### src/rtl/alu_sequencer.sv
// Issues opcodes to the external 16-bit ALU, looping shifts through acc; result after 1+max(shamt,1) edges.
// Holds res_valid/res_data stable until res_ready; op_ready only in IDLE, so no overlap between ops.
module alu_sequencer #(
   parameter int W   = 16,
   parameter int SHW = 4
) (
   input  logic           clk,
   input  logic           rst_n,
   input  logic           op_valid,
   output logic           op_ready,
   input  logic [3:0]     op,
   input  logic [W-1:0]   src_a,
   input  logic [W-1:0]   src_b,
   input  logic [SHW-1:0] shamt,
   output logic [W-1:0]   alu_a,
   output logic [W-1:0]   alu_b,
   output logic           alu_ci,
   output logic           alu_nb,
   output logic           alu_ic,
   output logic           alu_na,
   output logic           alu_xo,
   output logic           alu_no,
   output logic           alu_sr,
   output logic           alu_ss,
   input  logic [W-1:0]   alu_out,
   input  logic           alu_co,
   output logic           res_valid,
   input  logic           res_ready,
   output logic [W-1:0]   res_data,
   output logic           res_carry,
   output logic           res_err
);

   localparam logic [3:0] OP_ADD = 4'd0;
   localparam logic [3:0] OP_SUB = 4'd1;
   localparam logic [3:0] OP_AND = 4'd2;
   localparam logic [3:0] OP_OR  = 4'd3;
   localparam logic [3:0] OP_XOR = 4'd4;
   localparam logic [3:0] OP_NOT = 4'd5;
   localparam logic [3:0] OP_SHL = 4'd6;
   localparam logic [3:0] OP_SRL = 4'd7;
   localparam logic [3:0] OP_SRA = 4'd8;
   localparam logic [3:0] OP_ADC = 4'd9;

   typedef enum logic [1:0] {S_IDLE, S_EXEC, S_DONE} state_t;

   state_t         state, state_nxt;
   logic [3:0]     op_r;
   logic [W-1:0]   acc, breg;
   logic [SHW-1:0] cnt;
   logic           cf;
   logic           is_shift, zero_shift, last_cycle, is_logic, op_illegal;
   logic           exec_carry;

   assign is_shift   = (op_r == OP_SHL) || (op_r == OP_SRL) || (op_r == OP_SRA);
   assign is_logic   = (op_r == OP_AND) || (op_r == OP_OR) || (op_r == OP_XOR) || (op_r == OP_NOT);
   assign zero_shift = is_shift && (cnt == '0);
   assign last_cycle = !is_shift || (cnt <= SHW'(1));
   assign op_illegal = (op > OP_ADC);
   assign op_ready   = (state == S_IDLE);
   assign alu_a      = acc;

   always_comb begin
      state_nxt  = state;
      alu_b      = '0;
      alu_ci     = 1'b0;
      alu_nb     = 1'b0;
      alu_ic     = 1'b0;
      alu_na     = 1'b0;
      alu_xo     = 1'b0;
      alu_no     = 1'b0;
      alu_sr     = 1'b0;
      alu_ss     = 1'b0;
      exec_carry = 1'b0;
      case (state)
         S_IDLE: begin
            if (op_valid) state_nxt = op_illegal ? S_DONE : S_EXEC;
         end
         S_EXEC: begin
            if (last_cycle) state_nxt = S_DONE;
            if (zero_shift) begin
               // shamt=0 passes a through the logic path (a ^ 0)
               alu_ic = 1'b1;
            end else begin
               case (op_r)
                  OP_ADD: begin alu_b = breg; exec_carry = alu_co; end
                  OP_SUB: begin alu_b = breg; alu_ci = 1'b1; alu_nb = 1'b1; exec_carry = alu_co; end
                  OP_ADC: begin alu_b = breg; alu_ci = cf; exec_carry = alu_co; end
                  OP_AND: begin
                     alu_b = breg; alu_ic = 1'b1; alu_na = 1'b1; alu_nb = 1'b1;
                     alu_xo = 1'b1; alu_no = 1'b1;
                  end
                  OP_OR:  begin alu_b = breg; alu_ic = 1'b1; alu_xo = 1'b1; end
                  OP_XOR: begin alu_b = breg; alu_ic = 1'b1; end
                  OP_NOT: begin alu_ic = 1'b1; alu_na = 1'b1; end
                  OP_SHL: begin alu_b = acc; exec_carry = alu_co; end
                  OP_SRL: begin alu_ic = 1'b1; alu_sr = 1'b1; exec_carry = acc[0]; end
                  OP_SRA: begin alu_ic = 1'b1; alu_sr = 1'b1; alu_ss = 1'b1; exec_carry = acc[0]; end
                  default: ;
               endcase
            end
         end
         S_DONE: begin
            if (res_valid && res_ready) state_nxt = S_IDLE;
         end
         default: state_nxt = S_IDLE;
      endcase
   end

   always_ff @(posedge clk or negedge rst_n) begin
      if (!rst_n) begin
         state     <= S_IDLE;
         op_r      <= '0;
         acc       <= '0;
         breg      <= '0;
         cnt       <= '0;
         cf        <= 1'b0;
         res_valid <= 1'b0;
         res_data  <= '0;
         res_carry <= 1'b0;
         res_err   <= 1'b0;
      end else begin
         state <= state_nxt;
         case (state)
            S_IDLE: begin
               if (op_valid) begin
                  op_r      <= op;
                  acc       <= src_a;
                  breg      <= src_b;
                  cnt       <= shamt;
                  res_err   <= op_illegal;
                  res_carry <= 1'b0;
               end
            end
            S_EXEC: begin
               acc <= alu_out;
               if (!last_cycle) cnt <= cnt - SHW'(1);
               if (last_cycle) begin
                  res_carry <= exec_carry;
                  if (!is_logic) cf <= exec_carry;
               end
            end
            S_DONE: begin
               // first DONE cycle publishes the result; it then holds until the handshake
               if (!res_valid) begin
                  res_valid <= 1'b1;
                  res_data  <= res_err ? '0 : acc;
               end else if (res_ready) begin
                  res_valid <= 1'b0;
               end
            end
            default: ;
         endcase
      end
   end

endmodule

### config.mk
export PLATFORM = sky130hd
export DESIGN_NAME = alu_sequencer
export DESIGN_NICKNAME = d
export VERILOG_FILES = /design/src/rtl/alu_sequencer.sv
export SDC_FILE = /design/constraint.sdc
export NUM_CORES = 1
export LEC_CHECK = 0
export CAP_MARGIN = 10
export CORE_ASPECT_RATIO = 2
export CORE_MARGIN = 4
export CORE_UTILIZATION = 30
export CTS_BUF_LIST = sky130_fd_sc_hd__clkbuf_16
export DETAILED_ROUTE_END_ITERATION = 8
export PLACE_DENSITY = 0.66
export SYNTH_ARGS = -nofsm -noshare
export SYNTH_HDL_FRONTEND = slang
export SYNTH_SLANG_ARGS = --single-unit
### constraint.sdc
create_clock -name clk -period 2.2 [get_ports clk]
set_input_delay 0.44 -clock clk [delete_from_list [all_inputs] [get_ports clk]]
set_output_delay 0.44 -clock clk [all_outputs]
set_load 0.02 [all_outputs]
==> reports/qor.yml <==
period_needed_ns: 2.32
ant_nets: 0
finalSetupViolCount: 17
synth_common_cells: "nand2_1, dfrtp_1, a22oi_1, nor2_1, clkbuf_1"
netlist_area_um2: 3090
critPathRequiredTime_ns: 1.76
ys_seq_elements: 62
drv_slew: 0
row_count: 52
grt_pass1_vias: 3202
synthFlopType: "dfrtp_1"
die_h_um: 151
grt_max_degree: 53
gp_congestion: 0.812
ios: 121
die_w_um: 79.7
synth-simple-area-share_pct: 26.3
drc: 0
synth_top_family_by_area: "simple AND/OR/NAND/NOR gates"
die_area_um2: 12100
area_growth_pct: 71.0
overflow: 0
p_sw_mw: 3.09
status: "finished with violations"
pwr-share-seq_pct: 27.2
final_util_pct: 52.4
diodes: 0
power_frac_clock_pct: 18.8
antenna_found_initial: 0
final_nets: 582
synth.most_common_cell: "nand2_1"
p_leak_nw: 2.39
yosys.area.top_type: "dfrtp_1"
cap_violations: 0
placed_cells: 627
filler_cell_count: 921
drt-total-wl_um: 10600
synth_fa_ha_area_share_pct: 0.810
initial_core_util_pct: 30.6
ys_types: 43
crit_type: "reg2out"
synthMuxAreaShare_pct: 0.324
first_iter_violations: 157
synthesis.nets: 425
fmax_mhz: 430
p_int_mw: 4.64
cts_tree: "done"
clk_pin_slew_ns: 0.05
worstSetupStartpointType: "register"
grt_pass1_wl_um: 16500
critPathMaxFanout: 8
synth-compound-area-share_pct: 18.2
ys_warn_count: 0
rsz0062_at_grt: "true"
cts_buffer_depth: 2
cts-root-buf: "clkbuf_16"
violations: "negative setup slack"
netSwitchingFraction_pct: 39.9
via_per_inst: 4.82
avgRoutedWirePerCell_um: 16.1
p_per_area_nw_per_um2: 1460
port_buffers: 120
synth_area_leaders: "dfrtp_1, nand2_1, a22oi_1, nand2b_1, nor2_1"
syn_inst: 362
numClockSinks: 62
num_vias: 3177
insertion_delay_ns: 0.33
fin_cells: 659
fin_ws_ns: -0.124
async_reset_ff_share_pct: 100
h-tree-depth: 3
synth_top_area_share_pct: 50.2
timing.hold.ws_ns: 0.471
hold_path.class: "reg2reg"
skew_ns: 0.00740
yosysSeqAreaShare_pct: 50.2
synth-edff-count: 0
endpoint_kind: "output pin"
grt_usage_pct: 18.2
period_share_pct: 106
syn_area_per_cell_um2: 8.53
worstPathArrival_ns: 1.88
drt_first_pass_iters: 4
worst_pin_slew_ns: 0.914
p_comb_share_pct: 54.0
synthXorXnorAreaFrac_pct: 0.567
drive_gt1_share_pct: 23.1
cts-buffers-inserted: 9
hold_viol: 0
core_area_um2: 10100
slew_headroom_pct: 39.1
dp_hpwl_um: 7930
peakVddDrop_mv: 0.586
==> through the flow <==
step | setup slack (ns) | power, mW | area (um^2) | setup TNS, ns
after floorplan | 0.0676 | 3.98 | 3090 | 0
after global placement | -0.189 | 5.64 | 4660 | -3.73
after detailed placement | -0.281 | 5.73 | 4660 | -6.71
after CTS | -0.175 | 7.62 | 5140 | -2.38
after global routing | -0.197 | 8.24 | 5280 | -2.95
final | -0.124 | 7.73 | 5280 | -1.25
==> registers in the layout (all words and copies together), names as in the netlist <==
name and flops:
alu_a 16, breg 16, res_data 16, cnt 4, op_r 4, state 2
cf 1, res_carry 1, res_err 1, res_valid 1
==> logic make-up after synthesis <==
logic type               Yosys count
flip-flops                        62
adder cells (fa/ha/maj)            2
XOR/XNOR                           2
buffers and inverters             29
multiplexers                       1
AO/OA/AOI/OAI                     80
AND/OR/NAND/NOR                  186
==> power groups by stage <==
| stage | Clock [mW] | Sequential [mW] | Combinational [mW] |
|---|---|---|---|
| 2_1_floorplan | 0 | 2.35 | 1.64 |
| 3_3_place_gp | 0 | 2.08 | 3.55 |
| 3_5_place_dp | 0 | 2.10 | 3.63 |
| 4_1_cts | 1.49 | 2.11 | 4.02 |
| 5_1_grt | 1.54 | 2.19 | 4.52 |
| 6_report | 1.45 | 2.10 | 4.17 |
==> layout make-up <==
class                      instances  area [um^2]  area share, %
inverter                           6         22.5          0.426
clock inverter                     7         81.3           1.54
multi-input combinational        271         1580           29.9
clock buffer                       9          225           4.26
timing repair buffer             169         1650           31.2
sequential                        62         1560           29.5
tap                              135          169           3.20
==> path summary, 6_finish.rpt <==
check / end / slack (ns) / cells after the start / startpoint
hold reg to reg: breg[5] / 0.47 / 2 / breg[5]
setup / recovery: alu_b[5] / -0.12 / 8 / op_r[0]
setup reg to reg: state[1] / 0.07 / 7 / op_r[0]
hold / removal: breg[5] / 0.47 / 2 / breg[5]
min in group asynchronous: cnt[0] / 0.53 / 2 / rst_n
max in group asynchronous: alu_a[7] / 1.10 / 3 / rst_n
==> layout by cell type, fill, tap and decap left out, types with 3 or more instances in the layout <==
| master | count |
|---|---|
| clkbuf_16 | 9 |
| o21ai_1 | 5 |
| a21oi_1 | 6 |
| clkdlybuf4s50_1 | 94 |
| dfrtp_2 | 4 |
| nand2_1 | 118 |
| nor2_4 | 7 |
| nor3_1 | 3 |
| a22oi_2 | 5 |
| buf_12 | 5 |
| dfrtp_1 | 58 |
| buf_4 | 43 |
| a22oi_1 | 28 |
| inv_1 | 8 |
| buf_6 | 18 |
| nand2b_1 | 18 |
| clkbuf_2 | 3 |
| o21ai_0 | 18 |
| nor2_2 | 7 |
| nor2_1 | 16 |
==> critical path, stage by stage, from the launching register on <==
cell and delay (ns):
dfrtp_2 0.44, buf_4 0.16, nor2b_4 0.14, o32ai_4 0.11, buf_6 0.14, buf_16 0.14, a22oi_1 0.23, nor2_4 0.07
buf_6 0.13
==> metal layers <==
metal | vias up | share of wire, % | GRT usage [%]
li1 | 1547 | - | -
met1 | 1534 | 35 | 18.5
met2 | 77 | 58 | 34.5
met3 | 19 | 3.8 | 3.73
met4 | 0 | 3.1 | 8.97
met5 | - | 0 | 0
==> repair_timing <==
item	4_1_cts	5_1_grt
resized for setup	141	35
hold buffers	1	0
pin swaps	9	8
endpoints found under the setup margin	24	26
cloned	1	0
hold endpoints to repair	10	0
buffers inserted	6	7
Power figures use the tool's default switching activity.
==> RTL edit 1 (same flow settings) <==
Change the parameter `SHW` from 4 to 8.
--- a/src/rtl/alu_sequencer.sv
+++ b/src/rtl/alu_sequencer.sv
@@ -2,7 +2,7 @@
 // Holds res_valid/res_data stable until res_ready; op_ready only in IDLE, so no overlap between ops.
 module alu_sequencer #(
    parameter int W   = 16,
-   parameter int SHW = 4
+   parameter int SHW = 8
 ) (
    input  logic           clk,
    input  logic           rst_n,
Interface: changed (resized shamt); port bits go from 121 to 125. The function was not compared with the original's and may differ.
==> RTL edit 1 against the unedited design <==
The run still ends with setup timing left; core utilization shrank 2.3 points; cell area grew 3.8%; power rose by 0.24%; non-clock buffer count grew 6; routed wire length up 13%; register-to-register slack improved by 60 ps; worst setup slack lost 340 ps; sequential cell count increased by 4; global-route usage grew 0.25 points; synthesized area increased by 9.5%; critical path type unchanged.
==> RTL edit 1: results (changes against the unedited design) <==
| Metric | Value |
|---|---|
| DP HPWL | `9161 um (was 7934 um)` |
| Worst hold slack | `129.0 ps (was 471.2 ps)` |
| Placed cell areas | `5111 um2 (was 4658 um2)` |
| Number of global-route vias before repair | `3674 (was 3202)` |
| First-pass GRT wire length | `18800 um (was 16470 um)` |
| Final GP Congestion | `0.8777 (was 0.8124)` |
| Crit Path Max Fanout | `7 (was 8)` |
| Nets@finish | `620 (was 582)` |
| Register area | `1652 um2 (was 1556 um2)` |
| Place WS | `-566.1 ps (was -281.1 ps)` |
| Reg2reg setup slack | `130 ps (was 70 ps)` |
| Total GRT Usage | `18.49% (was 18.24%)` |
| Leakage power | `0.002428 uW (was 0.002390 uW)` |
| Top delay family on crit path | `simple AND/OR/NAND/NOR gates (was buffers and inverters)` |
| Mean Syn Cell Area | `8.650 um2 (was 8.530 um2)` |
| Worst R2R End | `cnt[6] (was state[1])` |
| P_sw | `3275 uW (was 3086 uW)` |
| Max-slew headroom | `20.80% (was 39.06%)` |
| Syn Nets | `459 (was 425)` |
| Sequential-to-total area share from yosys stat | `48.83% (was 50.24%)` |
| Worst Hold Class | `input port to asynchronous set/reset pin (was flip-flop to flip-flop)` |
| Post-Synth Adder-Cell Area | `1.110% (was 0.8104%)` |
| Vias/cell | `5.062 (was 4.821)` |
| Violated checks | `setup timing (unchanged)` |
| Drt first pass iters | `5 (was 4)` |
| FILL cells | `1062 (was 921)` |
| FF-to-FF Start | `op_r[1] (was op_r[0])` |
| Status | `finished with violations (unchanged)` |
| # setup viols final | `20 (was 17)` |
| Worst setup endpoint | `alu_b[2] (was alu_b[5])` |
| Via Count | `3528 (was 3177)` |
| Buffering overhead | `30.40% (was 31.25%)` |
| Share of layout cells above drive strength 1 | `21.90% (was 23.09%)` |
| Repair and plain buffers | `175 (was 169)` |
| Cell variety after synth | `45 (was 43)` |
| Critical path arrival | `2230 ps (was 1880 ps)` |
| Sequential cell area share | `30.12% (was 29.47%)` |
| Multi-input gates | `294 (was 271)` |
| Mux cell area share after synthesis | `0.6289% (was 0.3241%)` |
| PortBufs | `124 (was 120)` |
| Total wire length | `12020 um (was 10610 um)` |
| Initial DRC count | `182 (was 157)` |
| Logic pwr share | `55.5% (was 54.0%)` |
| Worst setup margin | `-465.4 ps (was -124.3 ps)` |
| Worst Skew | `3.881 ps (was 7.403 ps)` |
| Synth top area cells | `dfrtp_1 (49%), nand2_1 (13%), a22oi_1 (7.5%) (was dfrtp_1 (50%), nand2_1 (14%), a22oi_1 (8.0%))` |
| DP Cell Count | `676 (was 627)` |
RTL edit 1: changes by cell type after synthesis, moves of 3 or more:
| cell | change |
|---|---|
| o21ai_0 | +14 |
| nor3_1 | +4 |
| o21ai_1 | -5 |
| o22ai_1 | +3 |
| a221o_1 | +3 |
| nand3b_1 | +3 |
| dfrtp_1 | +4 |
| nand2_1 | -5 |
| nor4_1 | +3 |
RTL edit 1: repair_timing:
item                                    in CTS  in global routing
resized for setup                          109                 56
endpoints found under the setup margin      24                 26
pin swaps                                    1                  5
hold buffers                                 0                  0
cloned                                       1                  0
setup buffers                                4                  3
RTL edit 1: routing by layer:
metal	GRT usage [%]	routed length (um)	vias to the layer above
li1	-	-	1685
met1	17.09	4028	1687
met2	36.72	6997	126
met3	4.219	534	30
met4	9.899	460	0
met5	0	0	-
RTL edit 1: cells by family after synthesis:
group | count (synthesis)
simple gates | 192
compound gates | 95
flops | 66
buf+inv | 31
fa+ha+maj | 3
xor+xnor | 2
mux | 2
==> RTL edit 2 (same settings) <==
Without the edit above. Re-encode `state_t` (3 states) as one-hot, 3 bits wide.
--- a/src/rtl/alu_sequencer.sv
+++ b/src/rtl/alu_sequencer.sv
@@ -42,7 +42,7 @@
    localparam logic [3:0] OP_SRA = 4'd8;
    localparam logic [3:0] OP_ADC = 4'd9;
 
-   typedef enum logic [1:0] {S_IDLE, S_EXEC, S_DONE} state_t;
+   typedef enum logic [2:0] {S_IDLE = 3'b001, S_EXEC = 3'b010, S_DONE = 3'b100} state_t;
 
    state_t         state, state_nxt;
    logic [3:0]     op_r;
Behaviour: no difference found for any inputs over 10 cycles, from zero or initial values and one cycle with rst_n low; not proved beyond that.
==> RTL edit 2 against the unedited design <==
The run still ends with setup timing left; sequential cell count up 1; critical path type unchanged; worst setup slack better by 18 ps; first-iteration DRC count down 6.4%; count of clock-buffer cells in the layout unchanged; cell area up 4.9%; synthesized area up 3.8%; largest cell class is now multi-input gates; power down 0.65%; critical endpoint is now alu_b[10]; largest power group unchanged; highest routed layer unchanged; routed wire length up 6.7%.
==> RTL edit 2: results (changes against the unedited design) <==
| Metric | Value |
|---|---|
| Sequential-to-total area share from yosys stat | `49.24% (was 50.24%)` |
| R2R cell count | `8 (was 7)` |
| Critical path buffers and inverters | `3 (was 4)` |
| Fin cells | `685 (was 659)` |
| PortBufs | `120 (unchanged)` |
| Total wire length | `11330 um (was 10610 um)` |
| Worst setup margin | `-106.3 ps (was -124.3 ps)` |
| Post-synth top cells | `nand2_1 (116), dfrtp_1 (62), nor2_1 (43), o21ai_0 (25), clkbuf_1 (18) (was nand2_1 (118), dfrtp_1 (62), a22oi_1 (33), nor2_1 (29), clkbuf_1 (20))` |
| Drt first pass iters | `4 (unchanged)` |
| Synth top area cells | `dfrtp_1 (48%), nand2_1 (14%), nor2_1 (5.0%) (was dfrtp_1 (50%), nand2_1 (14%), a22oi_1 (8.0%))` |
| Reg2reg setup slack | `0 ps (was 70 ps)` |
| First-pass GRT wire length | `18020 um (was 16470 um)` |
| Crit-path slowest cell | `dfrtp_2 (unchanged)` |
| Syn Nets | `448 (was 425)` |
| Cell variety after synth | `45 (was 43)` |
| Worst Hold Class | `input port to asynchronous set/reset pin (was flip-flop to flip-flop)` |
| ANT cells | `0 (unchanged)` |
| Worst R2R End | `cnt[1] (was state[1])` |
| Final hold violations | `0 (unchanged)` |
| CTS Buf Count | `9 (unchanged)` |
| Total GRT Usage | `19.12% (was 18.24%)` |
| DP HPWL | `8202 um (was 7934 um)` |
| Largest net degree at the start of global routing | `64 (was 53)` |
| # setup viols final | `20 (was 17)` |
| Maximum root-to-sink buffer count | `2 (unchanged)` |
| Initial antenna violation count | `0 (unchanged)` |
| Asr flop ratio synth | `100.0% (unchanged)` |
| Setup TNS | `-1638 ps (was -1250 ps)` |
| Synth Flop Type | `dfrtp_1 (unchanged)` |
| Synth warn | `0 (unchanged)` |
| Top delay family on crit path | `simple AND/OR/NAND/NOR gates (was buffers and inverters)` |
| Nets@finish | `607 (was 582)` |
| Worst Skew | `6.948 ps (was 7.403 ps)` |
| Number of global-route vias before repair | `3524 (was 3202)` |
| Place WS | `-242.2 ps (was -281.1 ps)` |
| Status | `finished with violations (unchanged)` |
| Leakage power | `0.002428 uW (was 0.002390 uW)` |
| DP Cell Count | `658 (was 627)` |
| Initial DRC count | `147 (was 157)` |
| Final GP Congestion | `0.8720 (was 0.8124)` |
| Violated checks | `setup timing (unchanged)` |
| Internal power | `4665 uW (was 4642 uW)` |
| Clock insertion delay at the later pin of the skew report | `320 ps` |
| Crit Path Max Fanout | `6 (was 8)` |
| H-tree lvl count | `3 (unchanged)` |
| Max-slew headroom | `66.14% (was 39.06%)` |
| Share of layout cells above drive strength 1 | `26.28% (was 23.09%)` |
| Peak supply drop | `655.8 uV (was 586.2 uV)` |
| Via Count | `3379 (was 3177)` |
| FF-to-FF Start | `op_r[2] (was op_r[0])` |
| Worst hold slack | `116.0 ps (was 471.2 ps)` |
| Mean Syn Cell Area | `8.323 um2 (was 8.530 um2)` |
RTL edit 2: worst max-delay path by stage:
| stage | startpoint | to | slack, ps | cells after the start |
|---|---|---|---|---|
| 6_report | op_r[2] | alu_b[10] | -110 | 7 |
| 5_1_grt | op_r[2] | alu_sr | -160 | 7 |
| 4_1_cts | op_r[1] | alu_b[11] | -200 | 8 |
| 3_5_place_dp | op_r[0] | alu_b[9] | -240 | 6 |
| 3_3_place_gp | op_r[0] | alu_b[11] | -180 | 6 |
| 2_1_floorplan | state[2] | alu_nb | -140 | 5 |
RTL edit 2: cells by family after synthesis:
kind of cell	synth area share, %
xor gates and xnor gates	0.2734
AOI/OAI and AO/OA	17.10
adders and majority gates	0.7808
buffers and inverters	3.865
and+or+nand+nor	28.04
DFF	49.24
muxes	0.7028
RTL edit 2: repair_timing:
item	in CTS	in global routing
cloned	3	0
buffers inserted	10	3
resized for setup	171	38
pin swaps	11	6
endpoints found under the setup margin	29	28
RTL edit 2: stage by stage:
step	utilization [%]	instance area (um2)
2_1_floorplan	-	3217
3_3_place_gp	46.54	4876
3_5_place_dp	46.54	4876
4_1_cts	52.09	5458
5_1_grt	52.89	5542
6_report	52.89	5542
RTL edit 2: cell type report:
| cell class | instances | area, um2 |
|---|---|---|
| tap | 137 | 171.4 |
| sequential | 63 | 1583 |
| clock buffer | 9 | 225.2 |
| fill | 1015 | 4936 |
| clock inverter | 6 | 76.32 |
| timing repair buffer | 174 | 1729 |
| multi-input combinational | 290 | 1734 |
| inverter | 6 | 22.52 |
RTL edit 2: power by group through the flow:
stage / logic, uW / clock network [uW] / registers (uW)
final: 4030 / 1430 / 2220
after global routing: 4400 / 1520 / 2300
after CTS: 3950 / 1470 / 2220
after detailed placement: 3640 / 0 / 2210
after global placement: 3580 / 0 / 2190
after floorplan: 1570 / 0 / 2470
RTL edit 2: per-layer routing:
metal	vias to the layer above	GRT usage, %	wire [um]
met5	-	0	0
met4	0	9.347	397
met3	24	4.455	513
met2	110	35.19	6531
met1	1611	19.33	3886
li1	1634	-	-
